<file path="src/rtl/q_pkg.sv">
// Shared types and FSM encoding for the Q-learning step controller.
`timescale 1ns/1ps
package q_pkg;

  localparam int N_STATES = 37;
  localparam int N_ACT    = 4;

  typedef logic [5:0]         state_t;
  typedef logic [1:0]         action_t;
  typedef logic signed [31:0] qval_t;

  localparam logic [2:0] ST_IDLE    = 3'd0;
  localparam logic [2:0] ST_RD_CUR  = 3'd1;
  localparam logic [2:0] ST_SELECT  = 3'd2;
  localparam logic [2:0] ST_ENV     = 3'd3;
  localparam logic [2:0] ST_RD_NXT  = 3'd4;
  localparam logic [2:0] ST_UPDATE  = 3'd5;
  localparam logic [2:0] ST_ADVANCE = 3'd6;
  localparam logic [2:0] ST_DONE    = 3'd7;

  typedef enum logic [2:0] {
    IDLE    = ST_IDLE,
    RD_CUR  = ST_RD_CUR,
    SELECT  = ST_SELECT,
    ENV     = ST_ENV,
    RD_NXT  = ST_RD_NXT,
    UPDATE  = ST_UPDATE,
    ADVANCE = ST_ADVANCE,
    DONE    = ST_DONE
  } fsm_t;

endpackage

</file>
<file path="src/rtl/q_argmax4.sv">
// Sequential signed max/argmax over a stream of Q values; strict '>' keeps the
// lowest index on ties.
`timescale 1ns/1ps
module q_argmax4
  import q_pkg::*;
(
  input  logic    clk,
  input  logic    rst_n,
  input  logic    en,
  input  logic    first,
  input  action_t idx,
  input  qval_t   data,
  output action_t best_idx,
  output qval_t   nxt_val
);

  qval_t   best_val_q, best_val_d;
  action_t best_idx_q, best_idx_d;
  logic    take;

  always_comb begin
    take       = en && (first || (data > best_val_q));
    best_val_d = take ? data : best_val_q;
    best_idx_d = take ? idx  : best_idx_q;
  end

  always_ff @(posedge clk or negedge rst_n) begin
    if (!rst_n) begin
      best_val_q <= '0;
      best_idx_q <= '0;
    end else begin
      best_val_q <= best_val_d;
      best_idx_q <= best_idx_d;
    end
  end

  // The combinational next value lets the caller latch the final max on the
  // same edge that folds in the last entry.
  assign best_idx = best_idx_q;
  assign nxt_val  = best_val_d;

endmodule

</file>
<file path="src/rtl/q_step_ctrl.sv">
// Episode/step sequencer for Q-learning: reads Q rows, picks an action,
// talks to the maze environment and hands operands to the Q-update unit.
`timescale 1ns/1ps
module q_step_ctrl #(
  parameter int N_STATES    = 37,
  parameter int N_ACT       = 4,
  parameter int START_STATE = 0,
  parameter int GOAL_STATE  = 36,
  parameter int EPS_THRESH  = 26,
  parameter int MAX_STEPS   = 255,
  parameter int N_EPISODES  = 100
) (
  input  logic        clk,
  input  logic        rst,
  input  logic        start,
  output logic        busy,
  output logic        run_done,
  output logic [5:0]  rd_state,
  output logic [1:0]  rd_action,
  input  logic [31:0] rd_data,
  output logic        env_req,
  output logic [5:0]  env_state,
  output logic [1:0]  env_action,
  input  logic        env_ack,
  input  logic [5:0]  env_next,
  input  logic [3:0]  env_reward,
  output logic [5:0]  maze_state,
  output logic [1:0]  action,
  output logic [31:0] max_Q,
  input  logic        upd_done,
  output logic [3:0]  reward,
  output logic        upd_go,
  output logic [7:0]  episode,
  output logic [7:0]  steps
);

  import q_pkg::*;

  fsm_t        state_q, state_d;
  logic [2:0]  cnt_q, cnt_d;
  state_t      maze_state_q, maze_state_d;
  state_t      rd_state_q, rd_state_d;
  state_t      env_next_q, env_next_d;
  action_t     action_q, action_d;
  action_t     rd_action_q, rd_action_d;
  qval_t       max_q_q, max_q_d;
  logic [3:0]  reward_q, reward_d;
  logic [7:0]  episode_q, episode_d;
  logic [7:0]  steps_q, steps_d;
  logic [15:0] lfsr_q, lfsr_d;

  logic        rd_phase, is_goal, lfsr_fb;
  logic        am_en, am_first;
  action_t     am_idx, am_best_idx;
  qval_t       am_nxt_val;

  // Out-of-range successors end the episode exactly like the goal.
  assign is_goal  = (32'(env_next_q) == 32'(GOAL_STATE)) || (32'(env_next_q) >= 32'(N_STATES));
  assign rd_phase = (state_q == RD_CUR) || (state_q == RD_NXT);
  assign am_en    = rd_phase && (cnt_q != 3'd0);
  assign am_first = (cnt_q == 3'd1);
  assign am_idx   = action_t'(cnt_q - 3'd1);
  assign lfsr_fb  = lfsr_q[15] ^ lfsr_q[13] ^ lfsr_q[12] ^ lfsr_q[10];

  q_argmax4 u_argmax (
    .clk      (clk),
    .rst_n    (rst),
    .en       (am_en),
    .first    (am_first),
    .idx      (am_idx),
    .data     (qval_t'(rd_data)),
    .best_idx (am_best_idx),
    .nxt_val  (am_nxt_val)
  );

  always_comb begin
    state_d      = state_q;
    cnt_d        = cnt_q;
    maze_state_d = maze_state_q;
    rd_state_d   = rd_state_q;
    env_next_d   = env_next_q;
    action_d     = action_q;
    rd_action_d  = rd_action_q;
    max_q_d      = max_q_q;
    reward_d     = reward_q;
    episode_d    = episode_q;
    steps_d      = steps_q;
    lfsr_d       = {lfsr_q[14:0], lfsr_fb};

    case (state_q)
      IDLE, DONE: begin
        if (start) begin
          state_d      = RD_CUR;
          maze_state_d = state_t'(START_STATE);
          rd_state_d   = state_t'(START_STATE);
          rd_action_d  = '0;
          cnt_d        = '0;
          episode_d    = '0;
          steps_d      = '0;
        end
      end
      RD_CUR, RD_NXT: begin
        // Address for entry k is out during cnt k; its data arrives at cnt k+1.
        cnt_d = cnt_q + 3'd1;
        if (rd_action_q != action_t'(N_ACT - 1))
          rd_action_d = rd_action_q + 2'd1;
        if (cnt_q == 3'(N_ACT)) begin
          cnt_d = '0;
          if (state_q == RD_CUR) begin
            state_d = SELECT;
          end else begin
            state_d = UPDATE;
            max_q_d = is_goal ? '0 : am_nxt_val;
          end
        end
      end
      SELECT: begin
        action_d = (32'(lfsr_q[7:0]) < 32'(EPS_THRESH)) ? lfsr_q[9:8] : am_best_idx;
        state_d  = ENV;
      end
      ENV: begin
        if (env_ack) begin
          env_next_d  = env_next;
          reward_d    = env_reward;
          rd_state_d  = env_next;
          rd_action_d = '0;
          cnt_d       = '0;
          state_d     = RD_NXT;
        end
      end
      UPDATE: begin
        if (upd_done) state_d = ADVANCE;
        else          cnt_d   = 3'd1;
      end
      ADVANCE: begin
        if (is_goal || (steps_q == 8'(MAX_STEPS - 1))) begin
          episode_d    = episode_q + 8'd1;
          steps_d      = '0;
          maze_state_d = state_t'(START_STATE);
        end else begin
          steps_d      = steps_q + 8'd1;
          maze_state_d = env_next_q;
        end
        rd_state_d  = maze_state_d;
        rd_action_d = '0;
        cnt_d       = '0;
        state_d     = (episode_d == 8'(N_EPISODES)) ? DONE : RD_CUR;
      end
      default: state_d = IDLE;
    endcase
  end

  always_ff @(posedge clk or negedge rst) begin
    if (!rst) begin
      state_q      <= IDLE;
      cnt_q        <= '0;
      maze_state_q <= state_t'(START_STATE);
      rd_state_q   <= '0;
      env_next_q   <= '0;
      action_q     <= '0;
      rd_action_q  <= '0;
      max_q_q      <= '0;
      reward_q     <= '0;
      episode_q    <= '0;
      steps_q      <= '0;
      lfsr_q       <= 16'hACE1;
    end else begin
      state_q      <= state_d;
      cnt_q        <= cnt_d;
      maze_state_q <= maze_state_d;
      rd_state_q   <= rd_state_d;
      env_next_q   <= env_next_d;
      action_q     <= action_d;
      rd_action_q  <= rd_action_d;
      max_q_q      <= max_q_d;
      reward_q     <= reward_d;
      episode_q    <= episode_d;
      steps_q      <= steps_d;
      lfsr_q       <= lfsr_d;
    end
  end

  assign busy       = (state_q != IDLE) && (state_q != DONE);
  assign run_done   = (state_q == DONE);
  assign rd_state   = rd_state_q;
  assign rd_action  = rd_action_q;
  assign env_req    = (state_q == ENV);
  assign env_state  = maze_state_q;
  assign env_action = action_q;
  assign maze_state = maze_state_q;
  assign action     = action_q;
  assign max_Q      = max_q_q;
  assign reward     = reward_q;
  assign upd_go     = (state_q == UPDATE) && (cnt_q == 3'd0);
  assign episode    = episode_q;
  assign steps      = steps_q;

endmodule

</file>
<file path="config.mk">
export PLATFORM = sky130hd
export DESIGN_NAME = q_step_ctrl
export DESIGN_NICKNAME = d
export VERILOG_FILES = /design/src/rtl/q_pkg.sv /design/src/rtl/q_argmax4.sv /design/src/rtl/q_step_ctrl.sv
export SDC_FILE = /design/constraint.sdc
export NUM_CORES = 1
export LEC_CHECK = 0
export BUFFER_PORTS_ARGS = -buffer_cell sky130_fd_sc_hd__buf_2
export CORE_MARGIN = 2
export CORE_UTILIZATION = 40
export DETAILED_ROUTE_END_ITERATION = 10
export SYNTH_ARGS = -nofsm -noshare
export SYNTH_HDL_FRONTEND = slang
export SYNTH_SLANG_ARGS = --single-unit
export TNS_END_PERCENT = 10
</file>
<file path="constraint.sdc">
create_clock -name clk -period 3 [get_ports clk]
set_clock_uncertainty 0.15 [all_clocks]
set_input_delay 0.3 -clock clk [delete_from_list [all_inputs] [get_ports clk]]
set_output_delay 0.3 -clock clk [all_outputs]
set_load 0.1 [all_outputs]
</file>
Yosys cells after proc, flatten, opt, wreduce, memory -nomap -nowiden
Index checks and enable logic that the tools add are counted.
{"block": "word_totals", "register_bits": 130, "input_bits": 47, "output_inout_bits": 80, "word_cells": 101}
{"block": "classes", "addsub": 5, "n_lt_le_gt_ge": 3, "eq_ne": 20, "n_mux": 30, "bitwise_logic": 4, "reduce_logical": 25}
{"operator": "$mux 32", "count": 2}
{"operator": "$gt 32x32->1", "count": 1}
{"operator": "$mux 8", "count": 4}
{"operator": "$pmux 8 s2", "count": 2}
{"operator": "$mux 3", "count": 10}
{"operator": "$mux 6", "count": 3}
{"operator": "$pmux 3 s6", "count": 1}
{"operator": "$pmux 6 s3", "count": 1}
{"operator": "$add 8x1->8 const B", "count": 2}
{"operator": "$eq 3x3->1 const B", "count": 5}
{"operator": "$pmux 3 s5", "count": 1}
{"operator": "$ne 2x2->1 const B", "count": 6}
{"operator": "$pmux 6 s2", "count": 1}
{"operator": "$reduce_and 4->1", "count": 3}
{"operator": "$reduce_bool 3->1", "count": 3}
{"operator": "$eq 8x7->1 const B", "count": 1}
{"operator": "$eq 8x8->1 const B", "count": 1}
{"operator": "$lt 8x5->1 const B", "count": 1}
{"operator": "$mux 2", "count": 4}
{"operator": "$pmux 2 s4", "count": 1}
{"operator": "$eq 3x1->1 const B", "count": 2}
{"operator": "$eq 3x2->1 const B", "count": 2}
{"operator": "$eq 6x6->1 const B", "count": 1}
{"operator": "$ge 6x6->1 const B", "count": 1}
{"operator": "other kinds (16)", "count": 28}

Logic depth before layout (Yosys ltp)
Gate-level depths: netlist of the first run.
{"block": "depth", "word_depth": 8, "ltp_mapped": 11, "mapped_depth_nobuf": 9}

Modules after synthesis
A second synthesis of the first run with hierarchy kept.
{"block": "unflattened", "hier_cells": 543, "hier_area_um2": 6447.4}
{"module": "q_step_ctrl", "instances": 1, "cells_per_inst": 353, "area_per_inst_um2": 4194.0, "seq_area_each_um2": 2412.3}
{"module": "q_argmax4", "instances": 1, "cells_per_inst": 190, "area_per_inst_um2": 2253.4, "seq_area_each_um2": 850.8}

Worst setup path before layout of the first run
Ideal clock, no wire load.
{"block": "synth_path", "path_kind": "register -> output", "from": "register state_q[1]", "to": "output port upd_go", "arrival_time_ps": 3880, "t_required_ps": 2550, "slack_ps": -1330, "path_stages_with_launch": 4, "path_buffers": 2, "path_cell_list": "dfrtp_1 -> clkbuf_1 -> clkbuf_1 -> nor4b_1"}
{"block": "synth_between", "elab_chain_cells": 2}
{"element": "from (decl)", "line": "q_step_ctrl.sv:39", "rtl": "fsm_t state_q, state_d;"}
{"element": "from (signal assigned)", "line": "q_step_ctrl.sv:168", "rtl": "state_q <= state_d;"}
{"element": "$eq 3x3->1", "line": "q_step_ctrl.sv:194", "rtl": "assign upd_go = (state_q == UPDATE) && (cnt_q == 3'd0);"}
{"element": "$logic_and 1x1->1", "line": "q_step_ctrl.sv:194"}
{"element": "to (decl)", "line": "q_step_ctrl.sv:32", "rtl": "output logic upd_go,"}
Every way passes these cells.

Final worst setup path of the first run
{"block": "layout_path", "from": "input port rd_data[20]", "to": "register max_q_q[31], in the netlist max_Q[31]"}
{"block": "layout_between", "elab_chain_cells": 5}
{"element": "from (decl)", "line": "q_step_ctrl.sv:20", "rtl": "input logic [31:0] rd_data,"}
{"element": "$gt 32x32->1", "line": "q_argmax4.sv:22", "rtl": "take = en && (first || (data > best_val_q));"}
{"element": "$logic_or 1x1->1", "line": "q_argmax4.sv:22"}
{"element": "$logic_and 1x1->1", "line": "q_argmax4.sv:22"}
{"element": "$mux 32", "line": "q_argmax4.sv:23", "rtl": "best_val_d = take ? data : best_val_q;"}
{"element": "$mux 32", "line": "q_step_ctrl.sv:113", "rtl": "max_q_d = is_goal ? '0 : am_nxt_val;"}
{"element": "to (signal assigned)", "line": "q_step_ctrl.sv:175", "rtl": "max_q_q <= max_q_d;"}
{"element": "to (decl)", "line": "q_step_ctrl.sv:46", "rtl": "qval_t max_q_q, max_q_d;"}
Every way passes these cells.
A chain may end at the register's enable or synchronous reset.

==> summary by stage, run 1 <==
Critical path
Of all nets on the critical path, the largest fanout is 23. In this run the critical register-to-register path is launched from u_argmax.best_val_q[31]. The critical path is of the input pin to register type. At the worst endpoint, the arrival time is 3.08 ns. The kind of launch point of the worst setup path is an input pin. The required time of the critical path is around 3.2 ns. The category of the worst setup path capture point is a register. The terminus of the critical flop-to-flop path is max_Q[31]. Setup slack on the worst reg-to-reg path comes out at roughly 0.13 ns. The logic depth of the worst register-to-register path is 12.

Clock tree
In this run, CTS created clock tree buffers numbering 17. The clock tree from TritonCTS is yes. The maximum buffer depth of the clock tree is 2.

At the later pin of the worst-skew pair, clock insertion delay measures around 0.42 ns. The number of clock sinks is 130. The H-tree depth is 4. The clock transition time at the flip-flop clock pins of the worst setup and hold paths is 0.06 ns.

The setup fix buffers added after clock tree synthesis is 0. The master cell of the clock root buffer is sky130_fd_sc_hd__clkbuf_16.

Global routing
Entering global routing, the biggest net connects 68 pins. The global-route usage over all layers is slightly above 20%. For met1 alone, demand over resource in global routing was ~28%. The leftover overflow at the end of global routing is 0. The via count of the first global-routing pass is 5931. met2 is the most crowded layer.

The first-pass GRT wire length is 29900 µm. In the global route stage, met2 resource usage came out at between 30 and 40%. The global-route track usage on met3 is 4.003%. The initial antenna violation count is 1.

Floorplanning
In this run the horizontal extent of the chip is around 140 µm. Once the floorplan was initialized, standard cells occupied a little over 40% of the core. The area enclosed by the die boundary is ~18000 µm².

After floorplanning, the core was divided into 47 placement rows. The region available for standard cell placement spans ~17000 µm². The height of the chip is 135.2 µm. The count of pins on the block boundary is roughly 130.

Placed design
After detailed placement, the design holds a cell count of 1073. The wire-length estimate of the detail-placed layout is 12300 µm. After detailed placement, the total cell area comes to 8139 µm².

At the end of routability-driven placement, the weighted congestion stood at 0.8379. The count of port buffers added during placement is 126.

Logic synthesis
The dominant register cell in the synthesized netlist is sky130_fd_sc_hd__dfrtp_1. The distinct cell type count of the synthesized netlist is between 50 and 60. Counting every instance in the synthesized netlist gives approximately 700.

After synthesis the cells add up to just under 7000 µm². The mean instance size in the synthesized netlist is slightly below 10 µm². The Yosys step of the flow raised 0 warnings. Sorting the synthesized cells by area gives the leading types as sky130_fd_sc_hd__dfrtp_1 44%, sky130_fd_sc_hd__ha_1 7.1%, sky130_fd_sc_hd__nand2_1 5.5%.

The sequential share of the synthesized area is 47.42%. When the netlist entered floorplanning its net count stood at 790. After synthesis the netlist holds a flip-flop and latch count of between 100 and 150.

The fraction of post-synthesis cell area in the top cell type by area is between 40% and 50%. Counting flops with an async set or reset pin after synthesis yields a share of 100.0%. Summed over all instances, the cell type with the most area after synthesis is sky130_fd_sc_hd__dfrtp_1. The number of enable-type register cells in the synthesized netlist is 0.

Finish
The fraction of final layout cells sized beyond drive strength 1 is between 30% and 40%. The post-route cell area is 8980 µm². The post-route non-filler standard cell count is 1126. The net count of the finished layout is 978. Compared with the post-synthesis result, the final layout area differs by 30.49%.

Hold path
In this run the worst hold path is classified as input pin to register. For hold timing, the worst endpoint is u_argmax.best_val_q[21]. The number of cells on the worst hold path is 3. The worst hold path begins at rd_data[21].

Drt
The via count is about 6000. The detailed-router iteration count before antenna repair is 5. The routed design has 18290 µm of wire.

The count of nets left with antenna violations once routing finished came out at 0. Using the TritonRoute via totals, the vias-per-cell ratio works out to roughly 5.3. For this block, the initial DRC count from the detailed router was around 270.

After detailed routing, the number of remaining DRC violations is 0. In the final routed layout, each cell accounts on average for between 15 and 20 µm.

STA
The clock period minus final worst setup slack is around 2.9 ns. Dividing the final minimum period by the clock period gives roughly 97%. The count of final hold-check violations is 0. The relative slew slack is 50.24%. Setup repair after global routing could not meet its margin everywhere. Timing would allow up to approximately 340 MHz. For the pin with the worst max-slew slack, the measured transition is between 0.7 and 0.8 ns.

The number of slew-limit violations in the final report is 0. The final count of negative-setup-slack endpoints is 0.

Run status
The run finished with clean final reports.

Flow run
The max-capacitance violation count is 0.
==> metal layers <==
layer | routed length, µm | up-vias
met5 | 0 | -
met4 | 345 | 0
met3 | 830 | 26
met2 | 8547 | 184
met1 | 8570 | 2902
li1 | - | 2907
==> sequential cells by signal, indices dropped and copies added (netlist names) <==
signal,cells
lfsr_q,16
u_argmax.best_val_q,32
u_argmax.best_idx,2
env_next_q,6
max_Q,32
episode,8
cnt_q,3
state_q,3
steps,8
env_state,6
action,2
rd_action,2
rd_state,6
reward,4
==> per-stage QoR <==
| step | setup TNS, ns | setup WS [ns] | utilization [%] | hold WS (ns) |
|---|---|---|---|---|
| after floorplan | 0 | 0.06495 | - | -0.1456 |
| after global placement | -8.322 | -0.2346 | 48.73 | 0.04928 |
| after detailed placement | -10.02 | -0.3029 | 48.73 | 0.05241 |
| after CTS | 0 | 0.01415 | 53.63 | 0.001318 |
| after global routing | -0.1011 | -0.02218 | 53.75 | 0.01123 |
| final | 0 | 0.08992 | 53.77 | 0.01286 |
==> cell usage after synthesis (4+ instances only) <==
master	n
sky130_fd_sc_hd__o211ai_1	39
sky130_fd_sc_hd__dfrtp_1	122
sky130_fd_sc_hd__and2_1	7
sky130_fd_sc_hd__o21ai_1	42
sky130_fd_sc_hd__nand4_1	14
sky130_fd_sc_hd__clkbuf_1	26
sky130_fd_sc_hd__dfstp_2	8
sky130_fd_sc_hd__nand3_1	38
sky130_fd_sc_hd__ha_1	39
sky130_fd_sc_hd__o21ai_0	38
sky130_fd_sc_hd__a22oi_1	6
sky130_fd_sc_hd__nor3_1	6
sky130_fd_sc_hd__nand2_1	100
sky130_fd_sc_hd__inv_1	43
sky130_fd_sc_hd__o31ai_1	5
sky130_fd_sc_hd__o211ai_2	27
sky130_fd_sc_hd__a31oi_1	5
sky130_fd_sc_hd__buf_2	8
sky130_fd_sc_hd__nor2_1	18
sky130_fd_sc_hd__buf_4	12
sky130_fd_sc_hd__mux2_2	10
sky130_fd_sc_hd__buf_6	4
sky130_fd_sc_hd__a22o_1	6
sky130_fd_sc_hd__nor2b_1	4
sky130_fd_sc_hd__a21oi_1	29
==> area by class of cell <==
class                      count  area (µm²)
fill                        1509        7721
antenna                        1       2.502
timing repair buffer         221        1454
tap                          220       275.3
multi-input combinational    479        3219
clock inverter                13       151.4
sequential                   130        3263
clock buffer                  19       452.9
inverter                      43       161.4
==> repair_timing <==
item                                    4_1_cts  5_1_grt
hold buffers                                 20        0
endpoints found under the hold margin        51        0
endpoints found under the setup margin       66       53
pin swaps                                     0        4
gates resized for setup                       2        5
==> how the worst max path moves through the flow <==
stage                            startpoint                      end  slack, ns
floorplan                        state_q[2]                   upd_go       0.06
global placement                rd_data[23]  u_argmax.best_val_q[18]      -0.23
detailed placement              rd_data[31]  u_argmax.best_val_q[19]      -0.30
CTS                             rd_data[20]  u_argmax.best_val_q[19]       0.01
global route        u_argmax.best_val_q[31]  u_argmax.best_val_q[19]      -0.02
finish                          rd_data[20]                max_Q[31]       0.09
==> logic make-up (layout without fill, tap and decap cells) <==
logic type	count (synthesis)	after routing	synth area share (%)
AOI/OAI and AO/OA	215	215	22.05
and+or+nand+nor	207	207	14.31
DFF	130	130	47.42
buffers and inverters	95	296	6.418
adders and majority gates	39	39	7.091
muxes	13	13	2.073
xor gates and xnor gates	5	5	0.6365
other	0	1	0
==> worst max-delay path, cell delays in order <==
cell and delay (ns):
sky130_fd_sc_hd__dlygate4sd3_1 0.53, sky130_fd_sc_hd__buf_2 0.14, sky130_fd_sc_hd__ha_1 0.29, sky130_fd_sc_hd__nand4_1 0.14, sky130_fd_sc_hd__nor4_4 0.07, sky130_fd_sc_hd__buf_4 0.15, sky130_fd_sc_hd__nand3_1 0.11, sky130_fd_sc_hd__nand3_2 0.10
sky130_fd_sc_hd__buf_4 0.15, sky130_fd_sc_hd__a21oi_4 0.56, sky130_fd_sc_hd__nand2_4 0.13, sky130_fd_sc_hd__buf_12 0.20, sky130_fd_sc_hd__o211ai_1 0.19
==> cells in the final DEF, fill, tap and decap left out, types with 3 or more instances in the layout <==
master                          instances
sky130_fd_sc_hd__a21oi_1               29
sky130_fd_sc_hd__a22o_1                 6
sky130_fd_sc_hd__a22oi_1                6
sky130_fd_sc_hd__a31oi_1                5
sky130_fd_sc_hd__and2_1                 7
sky130_fd_sc_hd__and3_1                 3
sky130_fd_sc_hd__buf_12                 4
sky130_fd_sc_hd__buf_2                125
sky130_fd_sc_hd__buf_4                 70
sky130_fd_sc_hd__clkbuf_16             17
sky130_fd_sc_hd__clkinv_4               4
sky130_fd_sc_hd__clkinvlp_4             4
sky130_fd_sc_hd__dfrtp_1              122
sky130_fd_sc_hd__dfstp_2                8
sky130_fd_sc_hd__dlygate4sd3_1         20
sky130_fd_sc_hd__ha_1                  39
sky130_fd_sc_hd__inv_1                 43
sky130_fd_sc_hd__inv_6                  3
sky130_fd_sc_hd__mux2_2                10
sky130_fd_sc_hd__mux2i_1                3
sky130_fd_sc_hd__nand2_1              100
sky130_fd_sc_hd__nand2b_1               3
sky130_fd_sc_hd__nand3_1               37
sky130_fd_sc_hd__nand4_1               14
sky130_fd_sc_hd__nor2_1                16
sky130_fd_sc_hd__nor2b_1                4
sky130_fd_sc_hd__nor3_1                 6
sky130_fd_sc_hd__o211ai_1              39
sky130_fd_sc_hd__o211ai_2              27
sky130_fd_sc_hd__o21ai_0               38
sky130_fd_sc_hd__o21ai_1               41
sky130_fd_sc_hd__o31ai_1                5
sky130_fd_sc_hd__xor2_1                 3
Power of run 1 is not shown: default switching activity piles up to over one toggle a cycle in this logic, so the estimate is an artifact.
==> run 2: changes to the inputs <==
Settings changed: PLACE_DENSITY set to 0.61.
==> summary by stage, run 2 (synthesis gave the netlist of run 1 again) <==
Critical path
Grouping stages by cell kind, the critical path spends the most delay in compound AO/OA/AOI/OAI gates. The required time of the critical path is around 3.2 ns. The worst setup path startpoint is rd_data[14]. The number of buffers and inverters on the critical path is 4.

The maximum fanout along the worst path is 33. The critical path arrival is slightly above 3 ns. In this run the register-to-register setup slack is between 0.15 and 0.2 ns.

The critical path goes through dlygate4sd3_1 > buf_2 > ha_1 > buf_4 > a21oi_1 > a21boi_0 > a211o_1 > a2111oi_4 > buf_6 > o211ai_1 > o211ai_2. STA classifies the critical path startpoint as an input pin. The startpoint identified for the worst register-to-register timing path is u_argmax.best_val_q[31].

The slowest stage of the critical path belongs to the cell sky130_fd_sc_hd__dlygate4sd3_1. The delay of the slowest cell on the worst path is between 0.5 and 0.6 ns. STA classifies the critical path endpoint as a register. The worst setup path is of the input pin to register kind.

Clock tree
After clock tree synthesis, the clock-pin slew on the worst setup and hold paths is 0.06 ns. In this run the number of H-tree levels came out at 4. TritonCTS built the clock tree. Clock tree synthesis inserted a total of 17 buffers. The master cell of the clock root buffer is sky130_fd_sc_hd__clkbuf_16. The number of clock sinks is 130. The clock latency at the later pin of the worst-skew pair is ~0.42 ns.

The maximum buffer depth of the clock tree is 2.

Floorplanning
The initial utilization of the core area, before any placement, comes to 41.20%. The number of rows in the core area is 47. 127 I/O pins were placed. The area enclosed by the die boundary is roughly 18000 µm².

The height of the chip is ~140 µm. The die span in x is 135.2 µm. The core area is roughly 17000 µm².

STA
Setup violations remaining at the end of the flow were counted as 0. The final worst-path cycle share is between 90% and 100%. Setup repair after global routing could not meet its margin everywhere. The number of slew-limit violations in the final report is 0. The count of final hold-check violations was 0. The relative slew slack is 48.51%. The routed design could run at a clock period as short as 2.923 ns. The achievable frequency is ~340 MHz. For the pin with the worst max-slew slack, the measured transition is 0.7724 ns.

Finish
Of the cells placed in the final design, the portion with a size suffix greater than 1 is between 20 and 30%. For this run, the post-layout net count is 951. Cells fill 52.50% of the core in the end. The leading cell type in the layout, fill and taps excluded is sky130_fd_sc_hd__buf_2. The top cell types in the final layout, fill and taps aside, are 125 x sky130_fd_sc_hd__buf_2, 122 x sky130_fd_sc_hd__dfrtp_1, 100 x sky130_fd_sc_hd__nand2_1, 43 x sky130_fd_sc_hd__inv_1, 43 x sky130_fd_sc_hd__buf_4. Summing all multi-input logic gate instances after layout gives roughly 3200 µm². Fill cells in the final layout number roughly 1500.

Relative to the synthesized area, the layout overhead comes to 27.42%. The area of all sequential standard cells is roughly 3300 µm².

Drt
The DRC violations left is 0. The number of DRC violations after detailed-routing iteration 0 is 252. The routed layout has about 6000 vias. The total detailed-routing wirelength is around 18000 µm. The via density per instance is between 5 and 6.

The number of routed nets with antenna violations is 0. The average detailed-routed wire length per instance is between 15 and 20 µm. The detailed-router iteration count before antenna repair is 7.

Placed design
Once detailed placement completed, the half-perimeter wirelength came to 12570 µm. The final weighted congestion of routability-driven global placement is 0.8447. Port buffering added between 100 and 150 buffers.

Hold path
The startpoint identified for the worst hold timing path is rd_data[2]. The worst hold path class is input pin to register.

Global routing
The initial antenna violation count came to 2. The first-pass GRT wire length is ~30000 µm. For this run, the total global-route usage over all layers was measured as between 20% and 30%.

The via count of the first global-routing pass was between 5000 and 6000. The largest net degree at the start of global routing is 62. The total overflow left after global routing is 0.

Flow run
The tool flagged a number of max-cap violations equal to 0.

Run status
The flow ran to the end, and the final reports show no timing, DRC or antenna violations.
run 2: final timing paths:
check,cells after the start,end
worst max-delay path,11,max_Q[8]
worst min-delay path,3,u_argmax.best_val_q[2]
worst max register to register,10,u_argmax.best_val_q[13]
worst min register to register,0,lfsr_q[7]
max in group asynchronous,3,u_argmax.best_val_q[2]
min in group asynchronous,2,steps[2]
run 2: final cells by class:
| type | count | area share, % |
|---|---|---|
| Sequential cell | 130 | 37.21 |
| Multi-Input combinational cell | 479 | 36.60 |
| Timing Repair Buffer | 194 | 14.18 |
| Clock buffer | 23 | 5.223 |
| Tap cell | 220 | 3.139 |
| Inverter | 43 | 1.841 |
| Clock inverter | 9 | 1.769 |
| Antenna cell | 1 | 0.02854 |
run 2: repair_timing:
item | in CTS | in global routing
gates resized for setup | 2 | 5
hold buffers | 19 | 0
endpoints found under the setup margin | 25 | 51
pin swaps | 0 | 1
buffers inserted | 0 | 1
endpoints found under the hold margin | 54 | 0
run 2: worst register-to-register path, cell delays in order, from the launching register on:
cell and delay [ns]:
sky130_fd_sc_hd__dfrtp_1 0.35, sky130_fd_sc_hd__inv_1 0.06, sky130_fd_sc_hd__ha_1 0.32, sky130_fd_sc_hd__nand4_1 0.23, sky130_fd_sc_hd__nor3_1 0.10, sky130_fd_sc_hd__a211oi_1 0.27, sky130_fd_sc_hd__o21ai_2 0.18, sky130_fd_sc_hd__a21o_1 0.24
sky130_fd_sc_hd__nor2_4 0.50, sky130_fd_sc_hd__buf_6 0.21, sky130_fd_sc_hd__o21ai_1 0.07
run 2: per-stage QoR:
step	setup slack, ns	hold slack (ns)	std cells	cell area, µm²	setup TNS [ns]
2_1_floorplan	0.06495	-0.1456	704	6890	0
3_3_place_gp	-0.08032	0.1662	1046	7924	-0.9728
3_5_place_dp	-0.1035	0.1693	1046	7924	-1.212
4_1_cts	0.01347	0.0002653	1097	8740	0
5_1_grt	-0.05712	0.005874	1098	8766	-0.3458
6_report	0.07702	0.01289	1099	8768	0
run 2: routing by layer:
| layer | global-route usage (%) | wire length (µm) |
|---|---|---|
| met5 | 0 | 0 |
| met1 | 26.15 | 8059 |
| met2 | 35.08 | 8832 |
| met3 | 5.051 | 927 |
| met4 | 6.308 | 279 |
Power of run 2 is left out for the same reason.
